[src/rtl/l4_arb_mux_pkg.sv]
// Shared definitions for the l4 arbitrating multiplexer: default sizes and
// the width helper used to size channel indices.
package l4_pkg;

  localparam int L4_NBITS_DEF = 8;
  localparam int L4_NCH_DEF   = 4;

  // Number of bits needed to index n items (minimum 1).
  function automatic int l4_clog2(input int n);
    int w;
    w = 1;
    for (int k = 1; k < 31; k++) begin
      if ((1 << k) < n) w = k + 1;
    end
    return w;
  endfunction

endpackage

[src/rtl/l4_rr_arbiter.sv]
// Combinational round-robin arbiter. Searches upward from ptr, wrapping
// NCH-1 -> 0, and grants the first requester. When lock_en is set only
// lock_idx may be granted. Output is one-hot or all-zero.
module l4_rr_arbiter
  import l4_pkg::*;
#(
  parameter int NCH = L4_NCH_DEF,
  parameter int SW  = l4_clog2(NCH)
) (
  input  logic [NCH-1:0] req,
  input  logic [SW-1:0]  ptr,
  input  logic           lock_en,
  input  logic [SW-1:0]  lock_idx,
  output logic [NCH-1:0] grant
);

  logic [SW-1:0] idx;
  logic          found;

  // Rotating priority search, or pinned grant while a packet is locked.
  always_comb begin
    grant = '0;
    found = 1'b0;
    idx   = '0;
    if (lock_en) begin
      if (req[lock_idx]) grant[lock_idx] = 1'b1;
    end else begin
      for (int i = 0; i < NCH; i++) begin
        idx = SW'((int'(ptr) + i) % NCH);
        if (!found && req[idx]) begin
          grant[idx] = 1'b1;
          found      = 1'b1;
        end
      end
    end
  end

endmodule

[src/rtl/l4_arb_mux.sv]
// Round-robin N:1 stream multiplexer with a one-deep registered output.
// Handshake: a beat moves on a port in any cycle where its valid and ready
// are both high; in_ready is combinational and at most one bit is high.
// Optional feature: define L4_ARB_MUX_LOCK_EN to hold the grant on one
// channel from its first beat until the beat carrying in_last.
module l4_arb_mux
  import l4_pkg::*;
#(
  parameter int NBITS = L4_NBITS_DEF,
  parameter int NCH   = L4_NCH_DEF,
  localparam int SW   = l4_clog2(NCH)
) (
  input  logic                 clk,
  input  logic                 rst_n,
  input  logic [NCH-1:0]       in_valid,
  output logic [NCH-1:0]       in_ready,
  input  logic [NCH*NBITS-1:0] in_data,
  input  logic [NCH-1:0]       in_last,
  output logic                 out_valid,
  input  logic                 out_ready,
  output logic [NBITS-1:0]     out_data,
  output logic                 out_last,
  output logic [SW-1:0]        out_sel
);

  logic             out_valid_q, out_valid_d;
  logic [NBITS-1:0] out_data_q, out_data_d;
  logic             out_last_q, out_last_d;
  logic [SW-1:0]    out_sel_q, out_sel_d;
  logic [SW-1:0]    rr_ptr_q, rr_ptr_d;

  logic [NCH-1:0]   grant;
  logic [SW-1:0]    g_idx;
  logic             load_en;
  logic             xfer;
  logic             arb_lock;
  logic [SW-1:0]    arb_lock_idx;

`ifdef L4_ARB_MUX_LOCK_EN
  logic             lock_q, lock_d;
  logic [SW-1:0]    lock_idx_q, lock_idx_d;
  assign arb_lock     = lock_q;
  assign arb_lock_idx = lock_idx_q;
`else
  assign arb_lock     = 1'b0;
  assign arb_lock_idx = '0;
`endif

  l4_rr_arbiter #(.NCH(NCH), .SW(SW)) u_arb (
    .req      (in_valid),
    .ptr      (rr_ptr_q),
    .lock_en  (arb_lock),
    .lock_idx (arb_lock_idx),
    .grant    (grant)
  );

  assign load_en = !out_valid_q || out_ready;
  assign in_ready = (rst_n && load_en) ? grant : '0;
  assign xfer     = |in_ready;

  // One-hot grant to channel index.
  always_comb begin
    g_idx = '0;
    for (int i = 0; i < NCH; i++) begin
      if (grant[i]) g_idx = SW'(i);
    end
  end

  // Next state of the output stage, round-robin pointer and lock.
  always_comb begin
    out_valid_d = out_valid_q;
    out_data_d  = out_data_q;
    out_last_d  = out_last_q;
    out_sel_d   = out_sel_q;
    rr_ptr_d    = rr_ptr_q;
`ifdef L4_ARB_MUX_LOCK_EN
    lock_d      = lock_q;
    lock_idx_d  = lock_idx_q;
`endif
    if (load_en) begin
      if (xfer) begin
        out_valid_d = 1'b1;
        out_data_d  = in_data[int'(g_idx)*NBITS +: NBITS];
        out_last_d  = in_last[g_idx];
        out_sel_d   = g_idx;
        rr_ptr_d    = (g_idx == SW'(NCH-1)) ? '0 : g_idx + 1'b1;
`ifdef L4_ARB_MUX_LOCK_EN
        lock_d      = !in_last[g_idx];
        lock_idx_d  = g_idx;
`endif
      end else begin
        out_valid_d = 1'b0;
      end
    end
  end

  // State registers with synchronous active-low reset.
  always_ff @(posedge clk) begin
    if (!rst_n) begin
      out_valid_q <= 1'b0;
      out_data_q  <= '0;
      out_last_q  <= 1'b0;
      out_sel_q   <= '0;
      rr_ptr_q    <= '0;
`ifdef L4_ARB_MUX_LOCK_EN
      lock_q      <= 1'b0;
      lock_idx_q  <= '0;
`endif
    end else begin
      out_valid_q <= out_valid_d;
      out_data_q  <= out_data_d;
      out_last_q  <= out_last_d;
      out_sel_q   <= out_sel_d;
      rr_ptr_q    <= rr_ptr_d;
`ifdef L4_ARB_MUX_LOCK_EN
      lock_q      <= lock_d;
      lock_idx_q  <= lock_idx_d;
`endif
    end
  end

  assign out_valid = out_valid_q;
  assign out_data  = out_data_q;
  assign out_last  = out_last_q;
  assign out_sel   = out_sel_q;

endmodule

[config.mk]
export PLATFORM = sky130hd
export DESIGN_NAME = l4_arb_mux
export DESIGN_NICKNAME = d
export VERILOG_FILES = /design/src/rtl/l4_arb_mux_pkg.sv /design/src/rtl/l4_rr_arbiter.sv /design/src/rtl/l4_arb_mux.sv
export SDC_FILE = /design/constraint.sdc
export NUM_CORES = 1
export LEC_CHECK = 0
export CAP_MARGIN = 40
export CORE_ASPECT_RATIO = 1.25
export CORE_UTILIZATION = 35
export CTS_BUF_LIST = sky130_fd_sc_hd__clkbuf_8
export DETAILED_ROUTE_END_ITERATION = 8
export PLACE_DENSITY_LB_ADDON = 0.1
export SETUP_SLACK_MARGIN = 0.2
export SLEW_MARGIN = 0
export SYNTH_ARGS = -nofsm -noshare
export SYNTH_HDL_FRONTEND = slang
export SYNTH_SLANG_ARGS = --single-unit
[constraint.sdc]
create_clock -name clk -period 5.83 [get_ports clk]
set_clock_uncertainty 0.15 [all_clocks]
set_input_delay 1.4575 -clock clk [delete_from_list [all_inputs] [get_ports clk]]
set_output_delay 1.4575 -clock clk [all_outputs]
set_load 0.03 [all_outputs]
==> results of run 1 <==
## worst register-to-register path, stage by stage, from the launching register on
cell and delay, ns:
dfxtp_1 0.57, inv_1 0.16, ha_1 0.35, mux4_2 0.60, nor2_2 0.22, nand4_1 0.52
and3_1 0.39, o311ai_0 0.46, a21boi_1 0.11
## synthesized netlist by cell type (2+ instances only)
| library cell | n |
|---|---|
| mux4_2 | 4 |
| a41oi_1 | 10 |
| a21boi_1 | 9 |
| and3_1 | 10 |
| nor2_2 | 2 |
| inv_1 | 6 |
| o21ai_0 | 10 |
| buf_6 | 3 |
| a21boi_0 | 18 |
| nor2b_1 | 3 |
| buf_2 | 7 |
| o311ai_0 | 7 |
| a21oi_1 | 6 |
| o311ai_1 | 2 |
| o21bai_1 | 9 |
| and2_1 | 2 |
| and4_1 | 2 |
| dfxtp_1 | 14 |
| a311oi_1 | 9 |
| nand2b_1 | 2 |
| clkbuf_1 | 8 |
| nor2_1 | 5 |
| mux2i_1 | 2 |
| ha_1 | 7 |
| nand2_1 | 13 |
## path summary, 6_finish.rpt
kind	to	depth (start not counted)
worst max register to register	out_data[4]$_SDFFE_PN0P_	8
worst min register to register	out_sel[1]$_SDFFE_PN0P_	1
worst min-delay path	out_sel[1]$_SDFFE_PN0P_	1
worst max-delay path	in_ready[0]	7
## cells by family after synthesis
kind of cell	count (synthesis)	share of synthesized area
multiplexers	7	0.0798
buffers and inverters	24	0.0774
AO/OA/AOI/OAI	89	0.444
AND/OR/NAND/NOR	45	0.164
flip-flops	14	0.179
adder cells (fa/ha/maj)	7	0.0559
## final cells by class
class,instances,area [um^2],share of cell area
multi-input combinational,148,1170,0.526
timing repair buffer,65,636,0.287
clock buffer,3,41.3,0.0186
inverter,6,22.5,0.0102
sequential,14,280,0.126
tap,56,70.1,0.0316
## power breakdown
part / internal [mW] / total, mW / leakage, nW / switching, mW
Sequential: 0.144 / 0.187 / 0.117 / 0.0427
Combinational: 0.351 / 0.857 / 0.742 / 0.506
Clock: 0.0457 / 0.0793 / 0.0216 / 0.0336
## per-layer routing
layer	part of all wire	up-vias	global-route usage
met2	0.48	78	0.322
met4	0.011	0	0.0578
met3	0.056	5	0.0202
met1	0.45	795	0.276
met5	0	-	0
li1	-	832	-
## sequential cells by signal, indices dropped and copies added, names as in the netlist
| signal | count |
|---|---|
| out_last | 1 |
| out_valid | 1 |
| out_data | 8 |
| rr_ptr_q | 2 |
| out_sel | 2 |
## through the flow
stage                     area (um^2)  power [mW]  hold WS [ns]  std cells  setup slack [ns]
after detailed placement         2170        1.03         0.321        289             0.310
final                            2220        1.12         0.326        292             0.348
after CTS                        2210        1.12         0.335        292             0.308
after global routing             2220        1.21         0.355        292             0.263
after floorplan                  1570       0.806         0.385        186             0.929
after global placement           2170        1.02         0.310        289             0.380
## repair_timing
| item | CTS | global route |
|---|---|---|
| gates resized for setup | 0 | 2 |
| endpoints found under the hold margin | 0 | 0 |
| setup endpoints to repair | 0 | 2 |
==> results_tabular.tex, run 1 <==
\begin{tabular}{lr}
\hline
Metric & Value \\
\hline
\multicolumn{2}{l}{\textbf{Logic synthesis}} \\
\quad Share of flip-flops with an asynchronous set or reset after synthesis & 0 \\
\quad Net count of the mapped netlist & 236 \\
\quad Yosys Warn Count & 0 \\
\quad Number of flops mapped to enable cells by yosys & 0 \\
\quad Mean post-synth cell area & 8.43 um\^{}2 \\
\quad Gate count of the mapped netlist & 186 \\
\quad Share of Yosys cell area claimed by the top area cell type & 0.179 \\
\quad Leading area contributor after synthesis & dfxtp\_1 \\
\quad Unique cell type count in the Yosys netlist & 41 \\
\quad Largest cells by area after synthesis & dfxtp\_1, a21boi\_0, mux4\_2 \\
\quad Area of the mapped netlist & 1570 um\^{}2 \\
\quad Dominant register cell in the synthesized netlist & dfxtp\_1 \\
\quad Seq cells post-synth & 14 \\
\quad Sequential share of the synthesized area & 0.179 \\
\multicolumn{2}{l}{\textbf{Critical path}} \\
\quad Category of cells accounting for the largest share of critical-path delay & buffers and inverters \\
\quad Start-to-end type of the worst setup path & primary input to primary output \\
\quad CP max stage delay & 0.67 ns \\
\quad Maximum fanout encountered on the critical timing path & 10 \\
\quad Critical Path Slowest Stage Cell & clkdlybuf4s50\_1 \\
\quad Required @ worst endpoint & 4.22 ns \\
\quad Slack of the worst reg-to-reg path & 2.16 ns \\
\quad Most common cell on crit path & clkdlybuf4s50\_1 \\
\quad Critical R2R Launch & rr\_ptr\_q[0]\$\_SDFFE\_PN0P\_ \\
\quad Capturing element type of the critical path & primary output \\
\quad Data arrival at the endpoint of the critical path & 3.87 ns \\
\quad Critical-path cell list & clkdlybuf4s50\_1 -> mux4\_2 -> nor2\_2 -> and3\_1 -> a21oi\_1 -> nor2\_1 -> clkdlybuf4s50\_1 \\
\quad Buffer and inverter count on the worst path & 2 \\
\quad CP Launch Type & primary input \\
\quad Worst setup path start & in\_valid[2] \\
\multicolumn{2}{l}{\textbf{STA}} \\
\quad Final hold vios & 0 \\
\quad Achievable clock frequency & 182 MHz \\
\quad Final period util & 0.940 \\
\quad Setup total negative slack & 0 ns \\
\quad RSZ-0062 raised after global routing & no \\
\quad Final number of setup-violating endpoints & 0 \\
\quad Actual transition at the worst max-transition pin & 0.803 ns \\
\quad Shortest clock period the worst path allows after layout & 5.48 ns \\
\quad Worst max-slew margin expressed relative to the limit & 0.465 \\
\quad Final-report max-slew violation count & 0 \\
\multicolumn{2}{l}{\textbf{Global routing}} \\
\quad GRT Overall Usage & 0.200 \\
\quad Final global-route overflow total & 0 \\
\quad Largest net degree at the start of global routing & 34 \\
\quad Initial antenna violation count & 0 \\
\quad Vias in the first global route & 1610 \\
\quad First-pass GRT wire length & 7460 um \\
\multicolumn{2}{l}{\textbf{Die}} \\
\quad Die outline width & 61.9 um \\
\quad Initial cell density of the core & 0.374 \\
\quad Vert. Die Dim & 76.8 um \\
\quad Core region area & 4200 um\^{}2 \\
\quad Number of placed I/O pins & 59 \\
\quad Die Area & 4750 um\^{}2 \\
\quad Number of standard-cell rows in the floorplan & 26 \\
\multicolumn{2}{l}{\textbf{Pwr}} \\
\quad Leakage component of the power & 0.881 nW \\
\quad Worst VDD drop & 0.000292 V \\
\quad Power per cell area & 507 nW/um\^{}2 \\
\multicolumn{2}{l}{\textbf{Clocking}} \\
\quad Maximum clock insertion buffer count & 2 \\
\quad Clock buffers created by TritonCTS & 3 \\
\quad Number of buffers inserted to repair setup after CTS & 0 \\
\quad Root Buffer Master & clkbuf\_8 \\
\quad CTS Hold Buffers Added & 0 \\
\quad CTS tree & done \\
\quad Clk slew on worst S/H paths & 0.05 ns \\
\quad Number of sinks handled by clock tree synthesis & 14 \\
\quad Depth of the CTS H-tree & 1 \\
\quad Clk\_lat worst skew & 0.24 ns \\
\multicolumn{2}{l}{\textbf{Finish}} \\
\quad N\_diodes & 0 \\
\quad Most frequent cells in the layout & clkdlybuf4s50\_1, a21boi\_0, dfxtp\_1 \\
\quad Number of fill cells & 402 \\
\quad Fin nets & 288 \\
\quad Final Util & 0.528 \\
\quad Area growth, synth to finish & 41.3\% \\
\quad Most common cell after layout, fill and taps aside & clkdlybuf4s50\_1 \\
\quad Fraction of layout instances using a drive strength above 1 & 0.106 \\
\multicolumn{2}{l}{\textbf{Worst hold path}} \\
\quad Hold path start & out\_sel[1]\$\_SDFFE\_PN0P\_ \\
\quad Min-Delay Path Class & flip-flop to flip-flop \\
\multicolumn{2}{l}{\textbf{Detailed routing}} \\
\quad Post-detailed-route count of antenna-violating nets & 0 \\
\quad Pre-Repair DR Iteration Count & 6 \\
\quad Number of vias after detailed routing & 1710 \\
\quad Number of remaining DRC errors & 0 \\
\quad Per-cell via count in the routed design & 5.86 \\
\quad Total routed wirelength & 4550 um \\
\quad Wire length per cell & 15.6 um \\
\quad Initial drt markers & 109 \\
\multicolumn{2}{l}{\textbf{Placed design}} \\
\quad GPL Wtd Cong & 0.810 \\
\quad IO Port Bufs & 58 \\
\quad Half-perimeter wire length of the detailed placement result & 3330 um \\
\multicolumn{2}{l}{\textbf{Status}} \\
\quad Run status & completed \\
\multicolumn{2}{l}{\textbf{Run}} \\
\quad Reported max-cap violation count & 0 \\
\hline
\end{tabular}
No activity file was read; power rests on OpenSTA's default activity.
==> run 2, diff against run 1 <==
--- a/config.mk
+++ b/config.mk
@@ -5,8 +5,9 @@
 export SDC_FILE = /design/constraint.sdc
 export NUM_CORES = 1
 export LEC_CHECK = 0
+export ABC_AREA = 0
 export CAP_MARGIN = 40
-export CORE_ASPECT_RATIO = 1.25
+export CORE_ASPECT_RATIO = 1.5
 export CORE_UTILIZATION = 35
 export CTS_BUF_LIST = sky130_fd_sc_hd__clkbuf_8
 export DETAILED_ROUTE_END_ITERATION = 8
==> results_tabular.tex, run 2 (same netlist as run 1, synthesis figures left out) <==
\begin{tabular}{lr}
\hline
Metric & Value \\
\hline
\multicolumn{2}{l}{\textbf{Status}} \\
\quad Run status & completed (unchanged) \\
\multicolumn{2}{l}{\textbf{Clocking}} \\
\quad Root Buffer Master & clkbuf\_8 (unchanged) \\
\quad Clk slew on worst S/H paths & 0.06 ns (was 0.05 ns) \\
\quad Number of buffers inserted to repair setup after CTS & 0 (unchanged) \\
\quad Depth of the CTS H-tree & 1 (unchanged) \\
\quad Number of sinks handled by clock tree synthesis & 14 (unchanged) \\
\quad Clock buffers created by TritonCTS & 3 (unchanged) \\
\quad Clk\_lat worst skew & 0.25 ns (was 0.24 ns) \\
\quad Maximum clock insertion buffer count & 2 (unchanged) \\
\quad CTS tree & done (unchanged) \\
\multicolumn{2}{l}{\textbf{STA}} \\
\quad Final-report max-slew violation count & 0 (unchanged) \\
\quad Final hold vios & 0 (unchanged) \\
\quad RSZ-0062 raised after global routing & no (unchanged) \\
\quad Achievable clock frequency & 182 MHz (about the same) \\
\quad Worst max-slew margin expressed relative to the limit & 0.379 (was 0.465) \\
\quad Final number of setup-violating endpoints & 0 (unchanged) \\
\quad Actual transition at the worst max-transition pin & 0.932 ns (was 0.803 ns) \\
\quad Final period util & 0.941 (was 0.940) \\
\quad Shortest clock period the worst path allows after layout & 5.49 ns (was 5.48 ns) \\
\quad Setup total negative slack & 0 ns (unchanged) \\
\multicolumn{2}{l}{\textbf{Finish}} \\
\quad Fraction of layout instances using a drive strength above 1 & 0.110 (was 0.106) \\
\quad Sequential cell area & 280 um\^{}2 (unchanged) \\
\quad Fin nets & 288 (unchanged) \\
\quad Number of fill cells & 423 (was 402) \\
\quad Max reg flops & 8 (unchanged) \\
\quad Most common cell after layout, fill and taps aside & clkdlybuf4s50\_1 (unchanged) \\
\quad N\_diodes & 0 (unchanged) \\
\quad Area used by multi-input combinational logic & 1170 um\^{}2 (unchanged) \\
\quad Most frequent cells in the layout & clkdlybuf4s50\_1, a21boi\_0, dfxtp\_1 (unchanged) \\
\quad Area growth, synth to finish & 41.3\% (about the same) \\
\quad Number of standard cells in the layout, taps in and fillers out & 283 (was 292) \\
\multicolumn{2}{l}{\textbf{Critical path}} \\
\quad Most common cell on crit path & clkdlybuf4s50\_1 (unchanged) \\
\quad Register-to-Register Path Depth & 8 (unchanged) \\
\quad Category of cells accounting for the largest share of critical-path delay & buffers and inverters (unchanged) \\
\quad Critical Path Slowest Stage Cell & clkdlybuf4s50\_1 (unchanged) \\
\quad Buffer and inverter count on the worst path & 2 (unchanged) \\
\quad Start-to-end type of the worst setup path & primary input to primary output (unchanged) \\
\quad Maximum fanout encountered on the critical timing path & 10 (unchanged) \\
\quad Critical-path cell list & clkdlybuf4s50\_1 -> mux4\_2 -> nor2\_2 -> and3\_1 -> a21oi\_1 -> nor2\_1 -> clkdlybuf4s50\_1 (unchanged) \\
\quad Required @ worst endpoint & 4.22 ns (about the same) \\
\quad CP max stage delay & 0.68 ns (was 0.67 ns) \\
\quad Data arrival at the endpoint of the critical path & 3.88 ns (was 3.87 ns) \\
\quad CP Launch Type & primary input (unchanged) \\
\quad Capturing element type of the critical path & primary output (unchanged) \\
\quad Crit path depth & 7 (unchanged) \\
\multicolumn{2}{l}{\textbf{Die}} \\
\quad Core region area & 4250 um\^{}2 (was 4200 um\^{}2) \\
\quad Die Area & 4760 um\^{}2 (was 4750 um\^{}2) \\
\quad Initial cell density of the core & 0.369 (was 0.374) \\
\quad Number of standard-cell rows in the floorplan & 29 (was 26) \\
\quad Number of placed I/O pins & 59 (unchanged) \\
\quad Vert. Die Dim & 84.0 um (was 76.8 um) \\
\quad Die outline width & 56.6 um (was 61.9 um) \\
\multicolumn{2}{l}{\textbf{Detailed routing}} \\
\quad Number of vias after detailed routing & 1721 (was 1710) \\
\quad Post-detailed-route count of antenna-violating nets & 0 (unchanged) \\
\quad Pre-Repair DR Iteration Count & 4 (was 6) \\
\quad Per-cell via count in the routed design & 6.08 (was 5.86) \\
\quad Number of remaining DRC errors & 0 (unchanged) \\
\quad Total routed wirelength & 5040 um (was 4550 um) \\
\quad Wire length per cell & 17.8 um (was 15.6 um) \\
\quad Initial drt markers & 44 (was 109) \\
\multicolumn{2}{l}{\textbf{Run}} \\
\quad Reported max-cap violation count & 0 (unchanged) \\
\multicolumn{2}{l}{\textbf{Global routing}} \\
\quad First-pass GRT wire length & 8030 um (was 7460 um) \\
\quad Largest net degree at the start of global routing & 34 (unchanged) \\
\quad Initial antenna violation count & 0 (unchanged) \\
\quad Final global-route overflow total & 0 (unchanged) \\
\quad GRT Overall Usage & 0.212 (was 0.200) \\
\quad Vias in the first global route & 1720 (was 1610) \\
\multicolumn{2}{l}{\textbf{Placed design}} \\
\quad GPL Wtd Cong & 0.746 (was 0.810) \\
\quad IO Port Bufs & 58 (unchanged) \\
\quad Half-perimeter wire length of the detailed placement result & 3770 um (was 3330 um) \\
\quad Total placed cells including tap cells & 279 (was 289) \\
\multicolumn{2}{l}{\textbf{Worst hold path}} \\
\quad Min-Delay Path Class & flip-flop to flip-flop (unchanged) \\
\quad Hold Path Cell Cnt & 1 (unchanged) \\
\multicolumn{2}{l}{\textbf{Pwr}} \\
\quad Leakage component of the power & 0.872 nW (was 0.881 nW) \\
\quad Worst VDD drop & 0.000422 V (was 0.000292 V) \\
\quad Pwr Total & 1.15 mW (was 1.12 mW) \\
\quad Power per cell area & 520 nW/um\^{}2 (was 507 nW/um\^{}2) \\
\hline
\end{tabular}
[run 2: changes by cell type in the layout (fill, tap and decap cells not counted)]
cell	before	now
clkbuf_8	3	4
clkdlybuf4s50_1	55	56
dlymetal6s2s_1	2	1
[run 2: worst register-to-register path, stage by stage (launching register included)]
cell and delay [ns]:
dfxtp_1 0.56, inv_1 0.15, ha_1 0.35, mux4_2 0.61, nor2_2 0.22, nand4_1 0.52, and3_1 0.39, o311ai_0 0.57
a21boi_1 0.12
[run 2: repair_timing]
item                       CTS  global route
setup endpoints to repair    0             1
hold buffers                 0             0
gates resized for setup      0             1
[run 2: metal layers]
layer / vias up / global-route usage / share of wire
met5: - / 0 / 0
met4: 0 / 0.0732 / 0.024
met3: 11 / 0.0233 / 0.035
met2: 50 / 0.398 / 0.55
met1: 831 / 0.238 / 0.39
li1: 829 / - / -
[run 2: final cells by class]
cell class	instances	share of cell area
multi-input cells	148	0.527
repair buffers	65	0.286
flip-flops and latches	14	0.127
well taps	46	0.0260
clock buffers	4	0.0249
inverters	6	0.0102
[run 2: power by group]
group / switching, mW / total (mW) / leakage (nW) / internal (mW)
Sequential: 0.0408 / 0.185 / 0.117 / 0.144
Clock: 0.0384 / 0.0984 / 0.0288 / 0.0600
Combinational: 0.516 / 0.868 / 0.726 / 0.352
[run 2: path summary, 6_finish.rpt]
path	from	end	slack, ns
hold / removal	out_sel[1]$_SDFFE_PN0P_	out_sel[1]$_SDFFE_PN0P_	0.34
setup / recovery	in_valid[3]	in_ready[0]	0.34
hold reg to reg	out_sel[1]$_SDFFE_PN0P_	out_sel[1]$_SDFFE_PN0P_	0.34
setup reg to reg	rr_ptr_q[0]$_SDFFE_PN0P_	out_data[7]$_SDFFE_PN0P_	2.07
[run 2: stage by stage]
stage / instance area (um^2) / hold WS (ns) / worst slack, ns / utilization
floorplan: 1570 / 0.385 / 0.929 / -
global placement: 2160 / 0.313 / 0.376 / 0.508
detailed placement: 2160 / 0.326 / 0.335 / 0.508
CTS: 2210 / 0.340 / 0.320 / 0.521
global route: 2210 / 0.371 / 0.237 / 0.522
finish: 2210 / 0.338 / 0.341 / 0.522
